`src/rtl/tl_a_channel_queue.sv`:
```
// ---------------------------------------------------------------------------
// tl_a_channel_queue
//
// Registered FIFO for one TileLink-UL A channel (Get / PutFullData /
// PutPartialData).
//
// The queue sits in front of a pass-through port-routing shell. It retimes the
// A channel and isolates backpressure between the bus master and the slave.
// enq_ready depends only on occupancy, never combinationally on deq_ready.
// Requests leave in arrival order. No beat is dropped or duplicated.
//
// Configuration macro: TL_A_QUEUE_FLOW_EN
//   undefined : strictly registered. A beat accepted in cycle N appears on
//               deq_* in cycle N+1.
//   defined   : flow-through when empty. A beat offered to an empty queue is
//               presented on deq_* in the same cycle. If deq_ready is also
//               high, the beat passes straight through and is not stored.
//
// Parameters
//   DEPTH   entries, power of two, 2..8
//   ADDR_W  address width
//   DATA_W  data width (MASK_W = DATA_W/8)
//   SRC_W   source id width
//
// Ports
//   clock, reset        rising-edge clock, synchronous active-high reset
//   enq_valid/ready     upstream handshake
//   enq_* fields        opcode, param, size, source, address, mask, data
//   deq_valid/ready     downstream handshake
//   deq_* fields        head entry fields
//   count               occupancy, 0..DEPTH
//
// Handshake: a beat transfers on a port in any cycle where valid & ready are
// both high at the rising clock edge. A producer holding valid high must keep
// its fields stable until the beat transfers. valid never waits on ready.
// ---------------------------------------------------------------------------
module tl_a_channel_queue #(
  parameter  int DEPTH  = 2,
  parameter  int ADDR_W = 32,
  parameter  int DATA_W = 32,
  parameter  int SRC_W  = 4,
  localparam int MASK_W = DATA_W / 8,
  localparam int PTR_W  = $clog2(DEPTH),
  localparam int CNT_W  = $clog2(DEPTH) + 1
) (
  input  logic              clock,
  input  logic              reset,
  input  logic              enq_valid,
  output logic              enq_ready,
  input  logic [2:0]        enq_opcode,
  input  logic [2:0]        enq_param,
  input  logic [2:0]        enq_size,
  input  logic [SRC_W-1:0]  enq_source,
  input  logic [ADDR_W-1:0] enq_address,
  input  logic [MASK_W-1:0] enq_mask,
  input  logic [DATA_W-1:0] enq_data,
  output logic              deq_valid,
  input  logic              deq_ready,
  output logic [2:0]        deq_opcode,
  output logic [2:0]        deq_param,
  output logic [2:0]        deq_size,
  output logic [SRC_W-1:0]  deq_source,
  output logic [ADDR_W-1:0] deq_address,
  output logic [MASK_W-1:0] deq_mask,
  output logic [DATA_W-1:0] deq_data,
  output logic [CNT_W-1:0]  count
);

  localparam int ENTRY_W = 9 + SRC_W + ADDR_W + MASK_W + DATA_W;

  logic [ENTRY_W-1:0] r_mem [DEPTH];
  logic [PTR_W-1:0]   r_wr_ptr;
  logic [PTR_W-1:0]   r_rd_ptr;
  logic               r_maybe_full;
  logic [CNT_W-1:0]   r_count;

  logic               w_ptr_match;
  logic               w_empty;
  logic               w_full;
  logic               w_enq_fire;
  logic               w_deq_fire;
  logic               w_flow;
  logic               w_do_write;
  logic               w_do_read;
  logic [ENTRY_W-1:0] w_enq_entry;
  logic [ENTRY_W-1:0] w_head;

  assign w_enq_entry = {enq_opcode, enq_param, enq_size, enq_source,
                        enq_address, enq_mask, enq_data};

  // Equal pointers mean either empty or full. maybe_full records which one:
  // it is set when the last occupancy change was a write.
  assign w_ptr_match = (r_wr_ptr == r_rd_ptr);
  assign w_empty     = w_ptr_match & ~r_maybe_full;
  assign w_full      = w_ptr_match &  r_maybe_full;

  assign enq_ready  = ~w_full;
  assign w_enq_fire = enq_valid & enq_ready;
  assign w_deq_fire = deq_valid & deq_ready;

`ifdef TL_A_QUEUE_FLOW_EN
  // When empty, the incoming beat is shown directly on the output. If it is
  // taken in the same cycle, neither the storage nor the pointers change.
  assign w_flow    = w_empty & enq_valid & deq_ready;
  assign deq_valid = enq_valid | ~w_empty;
  assign w_head    = w_empty ? w_enq_entry : r_mem[r_rd_ptr];
`else
  assign w_flow    = 1'b0;
  assign deq_valid = ~w_empty;
  assign w_head    = r_mem[r_rd_ptr];
`endif

  assign w_do_write = w_enq_fire & ~w_flow;
  assign w_do_read  = w_deq_fire & ~w_flow;

  assign {deq_opcode, deq_param, deq_size, deq_source,
          deq_address, deq_mask, deq_data} = w_head;

  assign count = r_count;

  // Payload storage is not reset. Its contents are only visible while
  // deq_valid is high.
  always_ff @(posedge clock) begin
    if (w_do_write) begin
      r_mem[r_wr_ptr] <= w_enq_entry;
    end
  end

  always_ff @(posedge clock) begin
    if (reset) begin
      r_wr_ptr     <= '0;
      r_rd_ptr     <= '0;
      r_maybe_full <= 1'b0;
      r_count      <= '0;
    end else begin
      if (w_do_write) begin
        r_wr_ptr <= r_wr_ptr + PTR_W'(1);
      end
      if (w_do_read) begin
        r_rd_ptr <= r_rd_ptr + PTR_W'(1);
      end
      // A simultaneous write and read leaves occupancy unchanged.
      if (w_do_write != w_do_read) begin
        r_maybe_full <= w_do_write;
      end
      if (w_do_write && !w_do_read) begin
        r_count <= r_count + CNT_W'(1);
      end else if (w_do_read && !w_do_write) begin
        r_count <= r_count - CNT_W'(1);
      end
    end
  end

endmodule
```
`config.mk`:
```
export PLATFORM = sky130hd
export DESIGN_NAME = tl_a_channel_queue
export DESIGN_NICKNAME = d
export VERILOG_FILES = /design/src/rtl/tl_a_channel_queue.sv
export SDC_FILE = /design/constraint.sdc
export NUM_CORES = 1
export LEC_CHECK = 0
export ABC_CLOCK_PERIOD_IN_PS = 8820
export CAP_MARGIN = 20
export CORE_UTILIZATION = 48
export CTS_CLUSTER_DIAMETER = 50
export DETAILED_ROUTE_END_ITERATION = 10
export GPL_ROUTABILITY_DRIVEN = 0
export HOLD_SLACK_MARGIN = 0.05
export PLACE_DENSITY = 0.8
export SETUP_SLACK_MARGIN = 0.05
export SLEW_MARGIN = 20
export SYNTH_ARGS = -nofsm -noshare
export SYNTH_HDL_FRONTEND = slang
export SYNTH_SLANG_ARGS = --single-unit
```
`constraint.sdc`:
```
create_clock -name clock -period 8.82 [get_ports clock]
set_clock_uncertainty 0.05 [all_clocks]
set_input_delay 0.882 -clock clock [delete_from_list [all_inputs] [get_ports clock]]
set_output_delay 0.882 -clock clock [all_outputs]
set_load 0.02 [all_outputs]
```
After elaboration in Yosys (flattened, before gate mapping)
Memory sizes are Yosys's and may differ from the RTL's. A register that Yosys moved wholly into a read port is not among the register bits.
Cells that the tools add are included.

word-level totals
  word-level logic and storage cells = 29
  bits of input ports = 85
  RAM bits = 162
  memories kept = 1
  register bits = 5

memories
  name   words  width  rd ports  clocked after Yosys merged registers in  write ports  RTL line  RTL
  r_mem  2      81     1         1                                        1            71        logic [ENTRY_W-1:0] r_mem [DEPTH];

operators by class
  reduce and logical (&&, ||, !) cells = 5
  add/sub/neg operators = 4
  equal/unequal tests = 2
  muxes and demuxes = 6
  bitwise operators = 7

operator list
  kind                                                                count
  1-bit bitwise AND                                                   4
  1-bit 2-to-1 mux                                                    4
  2-bit 2-to-1 mux                                                    2
  1-bit inverter                                                      3
  1-bit adder, second input constant                                  2
  2-bit by 1-bit adder with 2-bit output, second input constant       1
  1-bit logical AND                                                   2
  1-bit logical NOT                                                   2
  2-bit nonzero test                                                  1
  2-bit by 1-bit subtractor with 2-bit output, second input constant  1
  1-bit equality test                                                 1
  1-bit != test                                                       1

Longest topological paths before layout
Gate-level depths: netlist of the first run.

  depth in word-level cells = 8
  mapped depth = 7
  mapped depth without buffers = 7

Worst setup path after synthesis of the first run
Ideal clock, no wire load.

  kind = in2reg
  start = in enq_valid
  end = mem r_mem[0][0] (netlist bit) (enable)
  setup slack = 1,419 ps
  arrival = 6,715 ps
  stages = 1
  cells stage by stage = nor3b_1

between the ends
  word-level cells in the longest chain between the ends = 3

ends and longest elaborated chain
  what                                    RTL line  RTL
  from (decl)                             48        input logic enq_valid,
  1-bit bitwise AND                       98        assign w_enq_fire = enq_valid & enq_ready;
  1-bit 2-to-1 mux                        124       if (w_do_write) begin
  1-bit 2-to-1 mux (not written as such)  125       r_mem[r_wr_ptr] <= w_enq_entry;
  to (decl)                               71

No other way between the ends.

==> impl_metrics.toml, run 1 <==
[floorplanning]
die_x_um = 115.3
core-area_um2 = 12570
die_area_um2 = 13300
ios = 170
placementRows = 41
die_h_um = 115.3
initial_core_util_pct = 49.04

[timing]
fmax_mhz = 291.5
setup_violations = 0
fin_tns_setup_ns = 0
rsz0062_at_grt = "no"
setup_ws_ns = 5.389
maxSlewViolCount = 0
slew_headroom_pct = 29.38
tightest_slew_ns = 1.059
period_share_pct = 38.90
hold_viol_final = 0
min_period_ns = 3.431
whs_ns = 0.4867

[synthesis]
yosys.area.top_type = "edfxtp_1"
yosysWarnings = 0
ys_seq_area_share_pct = 80.88
netlist_instances = 284
syn-num-nets = 370
synth_edf_count = 162
netlist.area_leader.share_pct = 78.93
synth_ff_type = "edfxtp_1"
synth_seq_cells = 168
synthTopCellsByArea = "edfxtp_1 (79%), mux2_2 (15%), dfxtp_1 (1.9%)"
avgSynthCellArea_um2 = 21.70
synthArstFlopShare_pct = 0
netlist_area_um2 = 6163
synth_cell_types = 21

[cells_and_area]
final_cell_mix = "clkdlybuf4s50_1 (169), edfxtp_1 (162), mux2_2 (81)"
nets = 552
multi_input_area_um2 = 1087
fill_cells = 841
regArea_um2 = 4989
layout_commonest_cell = "clkdlybuf4s50_1"
area_growth_pct = 38.57
post-route-util_pct = 67.95
drive_gt1_share_pct = 22.96
antenna_cells = 0

[placed_design]
place_ws_ns = 5.792
dpl.hpwl_um = 6997
io_buffers = 169

[worst_setup_path]
path_class = "flop to output pin"
cp_cell_sequence = "mux2_2 -> clkdlybuf4s50_1"
crit_required_ns = 7.89
cpMaxStageDelayCell = "dfxtp_4"
cp-end-kind = "output pin"
crit_arrival_ns = 2.50
crit_path_start_kind = "flop"
path_max_fanout = 81
cp_slowest_stage_delay_ns = 1.04

[global_route]
gr-usage-all-layers_pct = 17.27
grt_pass1_wl_um = 16520
antenna_found_initial = 0
grt_start_max_net_pins = 82
overflow = 0
grt_pass1_vias = 3318

[cts]
path_clk_slew_ns = 0.06
htreeDepth = 4
cts.path.max_buffers = 2
cts-buffers-inserted = 17
clkLatencyLatePin_ns = 0.41
cts-root-buf = "clkbuf_16"
holdBufCountCts = 0
tritoncts = "done"
cts.sinks = 168
cts_setup_buffers = 0
post_cts_resized = 0

[detailed_routing]
drc = 0
first_pass_iters = 4
wl_um = 11140
drt-initial-drc-count = 193
drtAntennaViolNets = 0
wl_per_cell_um = 17.11
vias = 3163
vias_per_cell = 4.859

[power]
p_leak_nw = 2.861
total_power_w = 0.001931
powerDensity_nw_per_um2 = 226.0
peakVddDrop_uv = 132.0

[min_path]
hp-class = "flop to flop"

[status]
status = "finished, final reports clean"

[run]
cap_violations = 0
==> kinds of logic after synthesis <==
kind of cell,Yosys count,synth area share [%]
adders and majority gates,1,0.2030
muxes,81,14.80
DFF,168,80.88
buffers and inverters,9,1.644
and+or+nand+nor,15,1.259
AOI/OAI and AO/OA,7,0.7916
xor gates and xnor gates,3,0.4264
==> metal layers <==
metal | GRT usage (%) | part of all wire, % | up-vias | routed length [um]
met2 | 29.50 | 52 | 111 | 5810
met5 | 0 | 0 | - | 0
met1 | 20.06 | 40 | 1546 | 4502
li1 | - | - | 1493 | -
met4 | 8.745 | 1.8 | 0 | 204
met3 | 4.639 | 5.6 | 13 | 619
==> final cells by class <==
cell class	instances	area share, %
clock buffers	21	5.157
well taps	172	2.520
flip-flops and latches	168	58.41
repair buffers	172	20.22
multi-input cells	107	12.73
clock inverters	11	0.9669
==> final timing paths <==
| check | depth (start not counted) | end | slack [ns] | from |
|---|---|---|---|---|
| worst max-delay path | 2 | deq_mask[3] | 5.39 | flop |
| worst min-delay path | 2 | count[1] | 0.49 | count[1] |
| worst max register to register | 6 | count[1] | 6.83 | r_wr_ptr |
| worst min register to register | 2 | count[1] | 0.49 | count[1] |
==> registers in the layout (all words and copies together) (netlist names), named ones only <==
name and count:
count 2, r_maybe_full 1, r_mem 162, r_rd_ptr 1, r_wr_ptr 1
==> worst max-delay path: cells and delay by family (launching register included) <==
| kind | cells | cell delay, ns |
|---|---|---|
| muxes | 1 | 0.43 |
| DFF | 1 | 1.04 |
| buffers and inverters | 1 | 0.55 |
==> where the power goes <==
| part | total (W) | leakage (nW) | switching, W | internal [W] |
|---|---|---|---|---|
| Clock | 0.000655 | 0.248 | 0.000273 | 0.000382 |
| Sequential | 0.000971 | 1.56 | 0.0000287 | 0.000942 |
| Combinational | 0.000304 | 1.05 | 0.000142 | 0.000162 |
| Total | 0.00193 | 2.86 | 0.000444 | 0.00149 |
==> cell usage after synthesis, types with 2 or more instances <==
library cell    n
mux2_2         81
buf_6           9
nor2_1          3
nand2_1         4
a211oi_1        2
xor2_1          2
dfxtp_1         6
o21ai_0         2
edfxtp_1      162
nor3b_1         2
==> through the flow <==
stage / std cells / area, um^2
2_1_floorplan: 284 / 6163
3_3_place_gp: 618 / 7998
3_5_place_dp: 618 / 7998
4_1_cts: 650 / 8521
5_1_grt: 651 / 8541
6_report: 651 / 8541
No activity file was read; power rests on OpenSTA's default activity.
==> inputs of run 2 (changes only) <==
- ABC_CLOCK_PERIOD_IN_PS: 8820 -> 3000
- CORE_UTILIZATION: 48 -> 43
- PLACE_DENSITY: 0.8 -> 0.76
- clock period: 8.82 -> 3 ns (I/O delays scaled with it)
==> impl_metrics.toml, run 2 (synthesis gave the netlist of run 1 again) <==
[worst_setup_path]
crit_required_ns = 2.65
crit_path_start_kind = "flop"
cp_slowest_stage_delay_ns = 0.60
path_buf_inv = 2
cp.depth = 3
path_class = "flop to output pin"
cp_top_family = "buffers and inverters"
cp-end-kind = "output pin"
r2r-end = "count[1]"
path_max_fanout = 39
crit_path_end = "deq_address[3]"
r2r_start = "r_wr_ptr"
crit_arrival_ns = 2.26
cpMaxStageDelayCell = "dfxtp_4"
reg2reg_depth = 6
cp_cell_sequence = "buf_12 -> mux2_2 -> clkdlybuf4s50_1"
r2r_slack_ns = 1.09

[timing]
rsz0062_at_grt = "no"
maxSlewViolCount = 0
slew_headroom_pct = 60.31
fmax_mhz = 383.8
min_period_ns = 2.605
period_share_pct = 86.84
tightest_slew_ns = 0.5954
setup_violations = 0
fin_tns_setup_ns = 0
hold_viol_final = 0

[cts]
cts.path.max_buffers = 2
htreeDepth = 4
clkLatencyLatePin_ns = 0.41
tritoncts = "done"
cts.sinks = 168
cts_setup_buffers = 0
cts-root-buf = "clkbuf_16"
path_clk_slew_ns = 0.06
holdBufCountCts = 0
cts-buffers-inserted = 17
post_cts_resized = 0

[floorplanning]
die_area_um2 = 14820
die_x_um = 121.7
initial_core_util_pct = 44.23
placementRows = 43
ios = 170
core-area_um2 = 13930
die_h_um = 121.7

[power]
sequentialPowerShare_pct = 47.8
peakVddDrop_uv = 398.7
p_leak_nw = 2.921
clkPwrFrac_pct = 36.5
p_int_w = 0.004618
powerDensity_nw_per_um2 = 683.6
switching_share_pct = 22.04
switchingPower_w = 0.001305
p_comb_share_pct = 15.6

[global_route]
grt_pass1_wl_um = 16730
grt_pass1_vias = 3359
gr-usage-all-layers_pct = 15.58
antenna_found_initial = 0
grt_start_max_net_pins = 44
overflow = 0

[detailed_routing]
vias_per_cell = 4.852
drc = 0
wl_um = 11200
wl_per_cell_um = 16.96
vias = 3202
drtAntennaViolNets = 0
first_pass_iters = 4
drt-initial-drc-count = 150

[cells_and_area]
area_growth_pct = 40.60
drive_gt1_share_pct = 24.58
final_cell_mix = "clkdlybuf4s50_1 (169), edfxtp_1 (162), mux2_2 (81)"
largest_reg_flops = 162
antenna_cells = 0
post-route-util_pct = 62.19
nets = 555
layout_commonest_cell = "clkdlybuf4s50_1"
top_register = "r_mem"
fill_cells = 1007

[min_path]
hp-class = "input pin to flop"
min_from = "enq_source[3]"

[status]
status = "finished, final reports clean"

[placed_design]
io_buffers = 169
dpl.hpwl_um = 7345

[run]
cap_violations = 0
==> run 2: changes by cell type in the layout (fill, tap and decap cells not counted), moves of 2 or more <==
| cell | previous run | this run |
|---|---|---|
| dfxtp_2 | 0 | 2 |
| clkbuf_1 | 4 | 0 |
| dfxtp_1 | 5 | 3 |
| bufinv_16 | 1 | 4 |
| buf_4 | 2 | 4 |
==> run 2: worst min-delay path by stage <==
stage / to / slack (ns) / cells after the start
finish: r_mem[0][71] / 0.42 / 1
global placement: r_maybe_full / 0.43 / 2
global route: r_mem[0][76] / 0.39 / 1
detailed placement: r_maybe_full / 0.45 / 2
floorplan: r_rd_ptr / 0.32 / 1
CTS: r_mem[0][71] / 0.40 / 1
==> run 2: power by group through the flow <==
stage / Clock, W / Sequential [W] / Combinational (W)
final: 0.00217 / 0.00283 / 0.000926
after global routing: 0.00231 / 0.00285 / 0.000983
after CTS: 0.00221 / 0.00284 / 0.000941
after detailed placement: 0 / 0.00288 / 0.000935
after global placement: 0 / 0.00287 / 0.000922
after floorplan: 0 / 0.00287 / 0.000480
==> run 2: final cells by class <==
| type | instances | area, um^2 | share of cell area (%) |
|---|---|---|---|
| clock buffer | 17 | 425.4 | 4.909 |
| timing repair buffer | 175 | 1762 | 20.33 |
| tap | 180 | 225.2 | 2.599 |
| sequential | 168 | 4991 | 57.59 |
| clock inverter | 13 | 161.4 | 1.863 |
| multi-input combinational | 107 | 1101 | 12.71 |
==> run 2: stage by stage <==
stage	hold WS (ns)	worst slack, ns	std cells	instance area [um^2]	power (W)
final	0.4150	0.3948	660	8666	0.005924
after global placement	0.4312	0.7864	630	8079	0.003794
after floorplan	0.3153	-0.03223	284	6185	0.003352
after detailed placement	0.4462	0.7717	630	8079	0.003819
after global routing	0.3947	0.2720	660	8666	0.006137
after CTS	0.3998	0.3346	660	8666	0.005988
==> run 2: per-layer routing <==
layer	wire [um]	share of wire, %	track usage [%]
met1	4488	40	17.55
met5	0	0	0
met3	668	6.0	5.056
met2	5817	52	26.38
met4	222	2.0	8.102
==> inputs of run 3 (changes only) <==
- SKIP_LAST_GASP: default -> 1
==> results of run 3 <==
Final layout, timing and power as in run 2 (identical DEF).
